[config.mk]
export PLATFORM = sky130hd
export DESIGN_NAME = irq_controller_mc
export DESIGN_NICKNAME = d
export VERILOG_FILES = /design/src/rtl/irq_pkg.sv /design/src/rtl/irq_controller_mc_prio_enc.sv /design/src/rtl/irq_controller_mc.sv
export SDC_FILE = /design/constraint.sdc
export NUM_CORES = 1
export LEC_CHECK = 0
export ABC_AREA = 1
export CAP_MARGIN = 20
export CORE_ASPECT_RATIO = 1.25
export CORE_MARGIN = 1
export CORE_UTILIZATION = 40
export CTS_CLUSTER_SIZE = 8
export DETAILED_ROUTE_END_ITERATION = 7
export GPL_TIMING_DRIVEN = 1
export PLACE_DENSITY = 0.95
export SYNTH_ARGS = -nofsm -noshare
export SYNTH_HDL_FRONTEND = slang
export SYNTH_HIERARCHICAL = 1
export SYNTH_SLANG_ARGS = --single-unit
[constraint.sdc]
create_clock -name clk -period 3.11 [get_ports clk]
set_input_delay 0.622 -clock clk [delete_from_list [all_inputs] [get_ports clk]]
set_output_delay 0.622 -clock clk [all_outputs]
set_load 0.03 [all_outputs]
[src/rtl/irq_pkg.sv]
// Shared types and constants for the multi-source interrupt controller.
package irq_pkg;

    typedef enum logic [1:0] {
        IDLE,
        FLUSH,
        RUN
    } state_t;

    localparam logic [31:0] URET_INST  = 32'h00200073;
    localparam logic [6:0]  OPC_SYSTEM = 7'h73;

    // Flush counter width; large enough for FLUSH_CYC up to 15.
    localparam int CNT_W = 4;

endpackage

[src/rtl/irq_controller_mc_prio_enc.sv]
// Combinational lowest-index-wins priority encoder (index 0 highest priority).
module irq_prio_enc #(
    parameter int NUM_SRC = 4,
    parameter int ID_W    = (NUM_SRC > 1) ? $clog2(NUM_SRC) : 1
) (
    input  logic [NUM_SRC-1:0] req,
    output logic               valid,
    output logic [ID_W-1:0]    idx
);

    // Scan from the top down so the lowest set index is the last one written.
    always_comb begin
        // NOTE: defaults first so every path assigns both outputs and no latch is inferred.
        valid = 1'b0;
        idx   = '0;
        for (int i = NUM_SRC - 1; i >= 0; i--) begin
            if (req[i]) begin
                valid = 1'b1;
                idx   = ID_W'(i);
            end
        end
    end

endmodule

[src/rtl/irq_controller_mc.sv]
// Multi-source interrupt controller: latches requests, arbitrates by fixed
// priority, stalls the pipeline for a flush window, redirects fetch to a
// per-source vector and returns to the saved PC on URET. One ISR at a time.
// Build option: define IRQ_LEVEL_EN for level-sensitive sources (pend mirrors
// irq_src directly); the default build latches rising edges.
module irq_controller_mc
    import irq_pkg::*;
#(
    parameter int              NUM_SRC    = 4,
    parameter int              PC_W       = 12,
    parameter int              FLUSH_CYC  = 5,
    parameter logic [PC_W-1:0] ISR_BASE   = 12'hF00,
    parameter logic [PC_W-1:0] VEC_STRIDE = 12'h040,
    localparam int             ID_W       = (NUM_SRC > 1) ? $clog2(NUM_SRC) : 1
) (
    input  logic               clk,
    input  logic               rst,
    input  logic [PC_W-1:0]    PC,
    input  logic [31:0]        inst,
    input  logic [NUM_SRC-1:0] irq_src,
    input  logic [NUM_SRC-1:0] irq_en,
    output logic               ISR_stall,
    output logic               sel_ISR,
    output logic               ret_ISR,
    output logic               ISR_running,
    output logic [PC_W-1:0]    isr_pc,
    output logic [PC_W-1:0]    save_PC,
    output logic [ID_W-1:0]    isr_id,
    output logic [NUM_SRC-1:0] irq_ack
);

    state_t             state_q, state_d;
    logic [CNT_W-1:0]   cnt_q, cnt_d;
    logic [NUM_SRC-1:0] pend;
    logic [NUM_SRC-1:0] eligible;
    logic               enc_valid;
    logic [ID_W-1:0]    enc_idx;
    logic               take;
    logic               is_uret;
    logic [PC_W-1:0]    vec_pc;

`ifdef IRQ_LEVEL_EN
    // Level-sensitive sources: the device holds its line until serviced.
    assign pend = irq_src;
`else
    logic [NUM_SRC-1:0] src_q;

    // Edge latch: a new rising edge wins over a same-cycle acknowledge.
    always_ff @(posedge clk) begin
        // NOTE: non-blocking assignments so every register samples pre-edge values.
        if (rst) begin
            src_q <= '0;
            pend  <= '0;
        end else begin
            src_q <= irq_src;
            pend  <= (pend & ~irq_ack) | (irq_src & ~src_q);
        end
    end
`endif

    // Disabled sources stay pending; they simply do not compete.
    assign eligible = pend & irq_en;

    irq_prio_enc #(
        .NUM_SRC (NUM_SRC),
        .ID_W    (ID_W)
    ) u_prio_enc (
        .req   (eligible),
        .valid (enc_valid),
        .idx   (enc_idx)
    );

    // URET is a SYSTEM-opcode instruction; other SYSTEM encodings (ECALL etc.) do not return.
    assign is_uret = (inst[6:0] == OPC_SYSTEM) && (inst[31:7] == URET_INST[31:7]);

    // Vector address wraps to PC_W bits by construction.
    assign vec_pc = ISR_BASE + PC_W'(enc_idx) * VEC_STRIDE;

    // Next-state logic and state-decoded control outputs.
    always_comb begin
        state_d     = state_q;
        cnt_d       = cnt_q;
        take        = 1'b0;
        ISR_stall   = 1'b0;
        sel_ISR     = 1'b0;
        ret_ISR     = 1'b0;
        ISR_running = 1'b0;
        unique case (state_q)
            IDLE: begin
                if (enc_valid) begin
                    take    = 1'b1;
                    cnt_d   = '0;
                    state_d = FLUSH;
                end
            end
            FLUSH: begin
                ISR_stall = 1'b1;
                if (cnt_q == CNT_W'(FLUSH_CYC - 1)) begin
                    sel_ISR = 1'b1;
                    cnt_d   = '0;
                    state_d = RUN;
                end else begin
                    cnt_d = cnt_q + 1'b1;
                end
            end
            RUN: begin
                ISR_running = 1'b1;
                if (is_uret) begin
                    ret_ISR = 1'b1;
                    state_d = IDLE;
                end
            end
            default: state_d = IDLE;
        endcase
    end

    // State register plus entry-time capture of return address, vector and id.
    always_ff @(posedge clk) begin
        if (rst) begin
            state_q <= IDLE;
            cnt_q   <= '0;
            save_PC <= '0;
            isr_pc  <= '0;
            isr_id  <= '0;
            irq_ack <= '0;
        end else begin
            state_q <= state_d;
            cnt_q   <= cnt_d;
            irq_ack <= take ? (NUM_SRC'(1) << enc_idx) : '0;
            if (take) begin
                save_PC <= PC;
                isr_pc  <= vec_pc;
                isr_id  <= enc_idx;
            end
        end
    end

endmodule

==> run metrics <==
status=completed; Critical Path Sink Type=output pin; Most used DFF post-synth=dfxtp_1; period utilization=81.6%; Post-CTS Hold Buffers=0; clk buf depth=2; CTS Sinks=33; Pre-antenna DRT Iters=2; HP Class=flop to flop; layout net count=332; WL final=3550 um; Reg clk slew, reported paths=0.06 ns; CTS tree=yes; initial drt markers=36; synthesis-to-finish area growth=57.4%; Register Area=roughly 660 um^2; setup_tns=0 ns; Post-Synthesis Cells=197; Synth top area share=44.6%; fin. max-slew vios=0; post-CTS sizing=0; Fill cells=between 200 and 300; Synth cell types=24; initial antenna violation count=0; final hold slack=between 0.4 and 0.5 ns; fmax=394 MHz; Core Footprint=3510 um^2; most frequent cell after synthesis=nand2_1; critical-path maximum fanout=2; Async SR Flop Fraction=0%; Arrival @ worst endpoint=1.92 ns; gr usage total=18.9%; setup repair bufs after CTS=0; Slew HR=61.6%; CTS Buf Count=5; synthesized area=1480 um^2; Seq/Total Area, Yosys=44.6%; critical path's slowest cell=clkdlybuf4s50_1; Ys Warns=6; fin cells=316; #FFs+latches synth=33; Critical Path RT=~2.5 ns; clk_lat worst skew=between 0.2 and 0.3 ns; Critical Path Source Type=input port; # IOs=88; largest net degree at the start of global routing=15; number of synthesized flops with an enable pin=0; die height=70.1 um; number of global-route vias before repair=1393; syn_area_per_cell=7.53 um^2; most frequent cells after synthesis=42 x nand2_1, 41 x inv_1, 33 x dfxtp_1, 22 x nor2_1, 12 x a22o_1; CP max stage delay=0.47 ns; post-DP HPWL=approximately 2800 um; peak supply drop=0.000433 V; die extent in x=between 50 and 60 um; post-route clock skew=0.00449 ns; initial core utilization=a little over two fifths; antenna viol nets, final=0; synth top area cells=dfxtp_1 45%, nand2_1 11%, inv_1 10%; Period minus WS final=2.54 ns; ratio of cells with drive above 1 in the final layout=4.33%; Power Dens Cells=474 nW/um^2; Clock Tree Root=clkbuf_8; H-tree depth=2; port bufs=81; final hold violation count=0; Setup Viol. Count Final=0; MaxCap Viol Count=0; critical path class=input port to output pin; placed cells=308; # DRC=0; area of the multi-input gates=roughly 570 um^2; Std-Cell Rows=24; unrepaired setup endpoints after global routing=no; DR vias/cell=4.58; actual slew at the worst max-slew pin=between 0.5 and 0.6 ns; full die area=3960 um^2; Placer Congestion=0.775; post-synth top area cell=dfxtp_1; first-pass GRT wire length=5870 um; gr ovfl total=0; LEAKAGE=1.08 nW; Vias=1447; CP Cell Sequence=clkdlybuf4s50_1 -> nand2_1 -> nor2_1 -> nand2_1 -> nor2_1 -> nand2_1 -> nor3_1 -> dlymetal6s2s_1; number of diodes=0; WL/cell=11.2 um; most frequent CP cell=nand2_1
==> placed cells by master (no fill, tap or decap), drive strengths merged, types with 4 or more instances in the layout <==
master          n
dfxtp          33
clkdlybuf4s50  80
a22o           12
inv            43
nor3            4
o32ai           4
conb            6
nand2          45
clkbuf          8
nor2           23
a21oi           7
==> power by group <==
| group | total (mW) | internal (mW) | switching [mW] |
|---|---|---|---|
| Sequential | 0.484 | 0.461 | 0.0234 |
| Clock | 0.302 | 0.159 | 0.144 |
| Combinational | 0.319 | 0.151 | 0.168 |
| Total | 1.11 | 0.771 | 0.335 |
==> worst max-delay path: cells and delay by family <==
kind                   cells  cell delay, ns
buffers and inverters      2            0.78
and+or+nand+nor            6            0.51
==> cell type report <==
class,instances,share of cell area [%]
well taps,39,2.09
repair buffers,81,34.9
clock buffers,8,3.43
inverters,43,6.92
flip-flops and latches,33,28.3
multi-input cells,112,24.4
==> final timing paths <==
path	to	from	slack (ns)	cells after the start
hold reg to reg	pend[3]	src_q[3]	0.43	1
hold / removal	pend[3]	src_q[3]	0.43	1
setup / recovery	ret_ISR	inst[0]	0.57	8
setup reg to reg	irq_ack[0]	pend[0]	1.65	8
==> per-layer routing <==
layer  vias up  wire length [um]  GRT usage (%)
li1        745                 -              -
met1       620              1410           19.0
met2        76              1690           34.0
met3         6               374           6.67
met4         0                74           8.94
met5         -                 0              0
==> stage by stage <==
step	power, mW	area (um^2)	setup WS (ns)	utilization, %
after floorplan	0.679	1500	0.850	-
after global placement	0.805	2250	0.224	64.1
after detailed placement	0.811	2250	0.170	64.1
after CTS	1.12	2330	0.167	66.3
after global routing	1.16	2330	0.379	66.4
final	1.11	2330	0.572	66.4
==> state kept, by name, indices dropped and copies added, names as in the netlist <==
name	cells
pend	4
isr_id	1
cnt_q	4
save_PC	12
src_q	4
isr_pc	2
state_q	2
irq_ack	4
==> kinds of logic after synthesis <==
logic type	synth area share, %
fa+ha+maj	1.69
buf+inv	18.3
compound gates	12.7
flops	44.6
other cells	0.253
xor+xnor	0.591
simple gates	21.9
(Power assumes the default switching activity.)
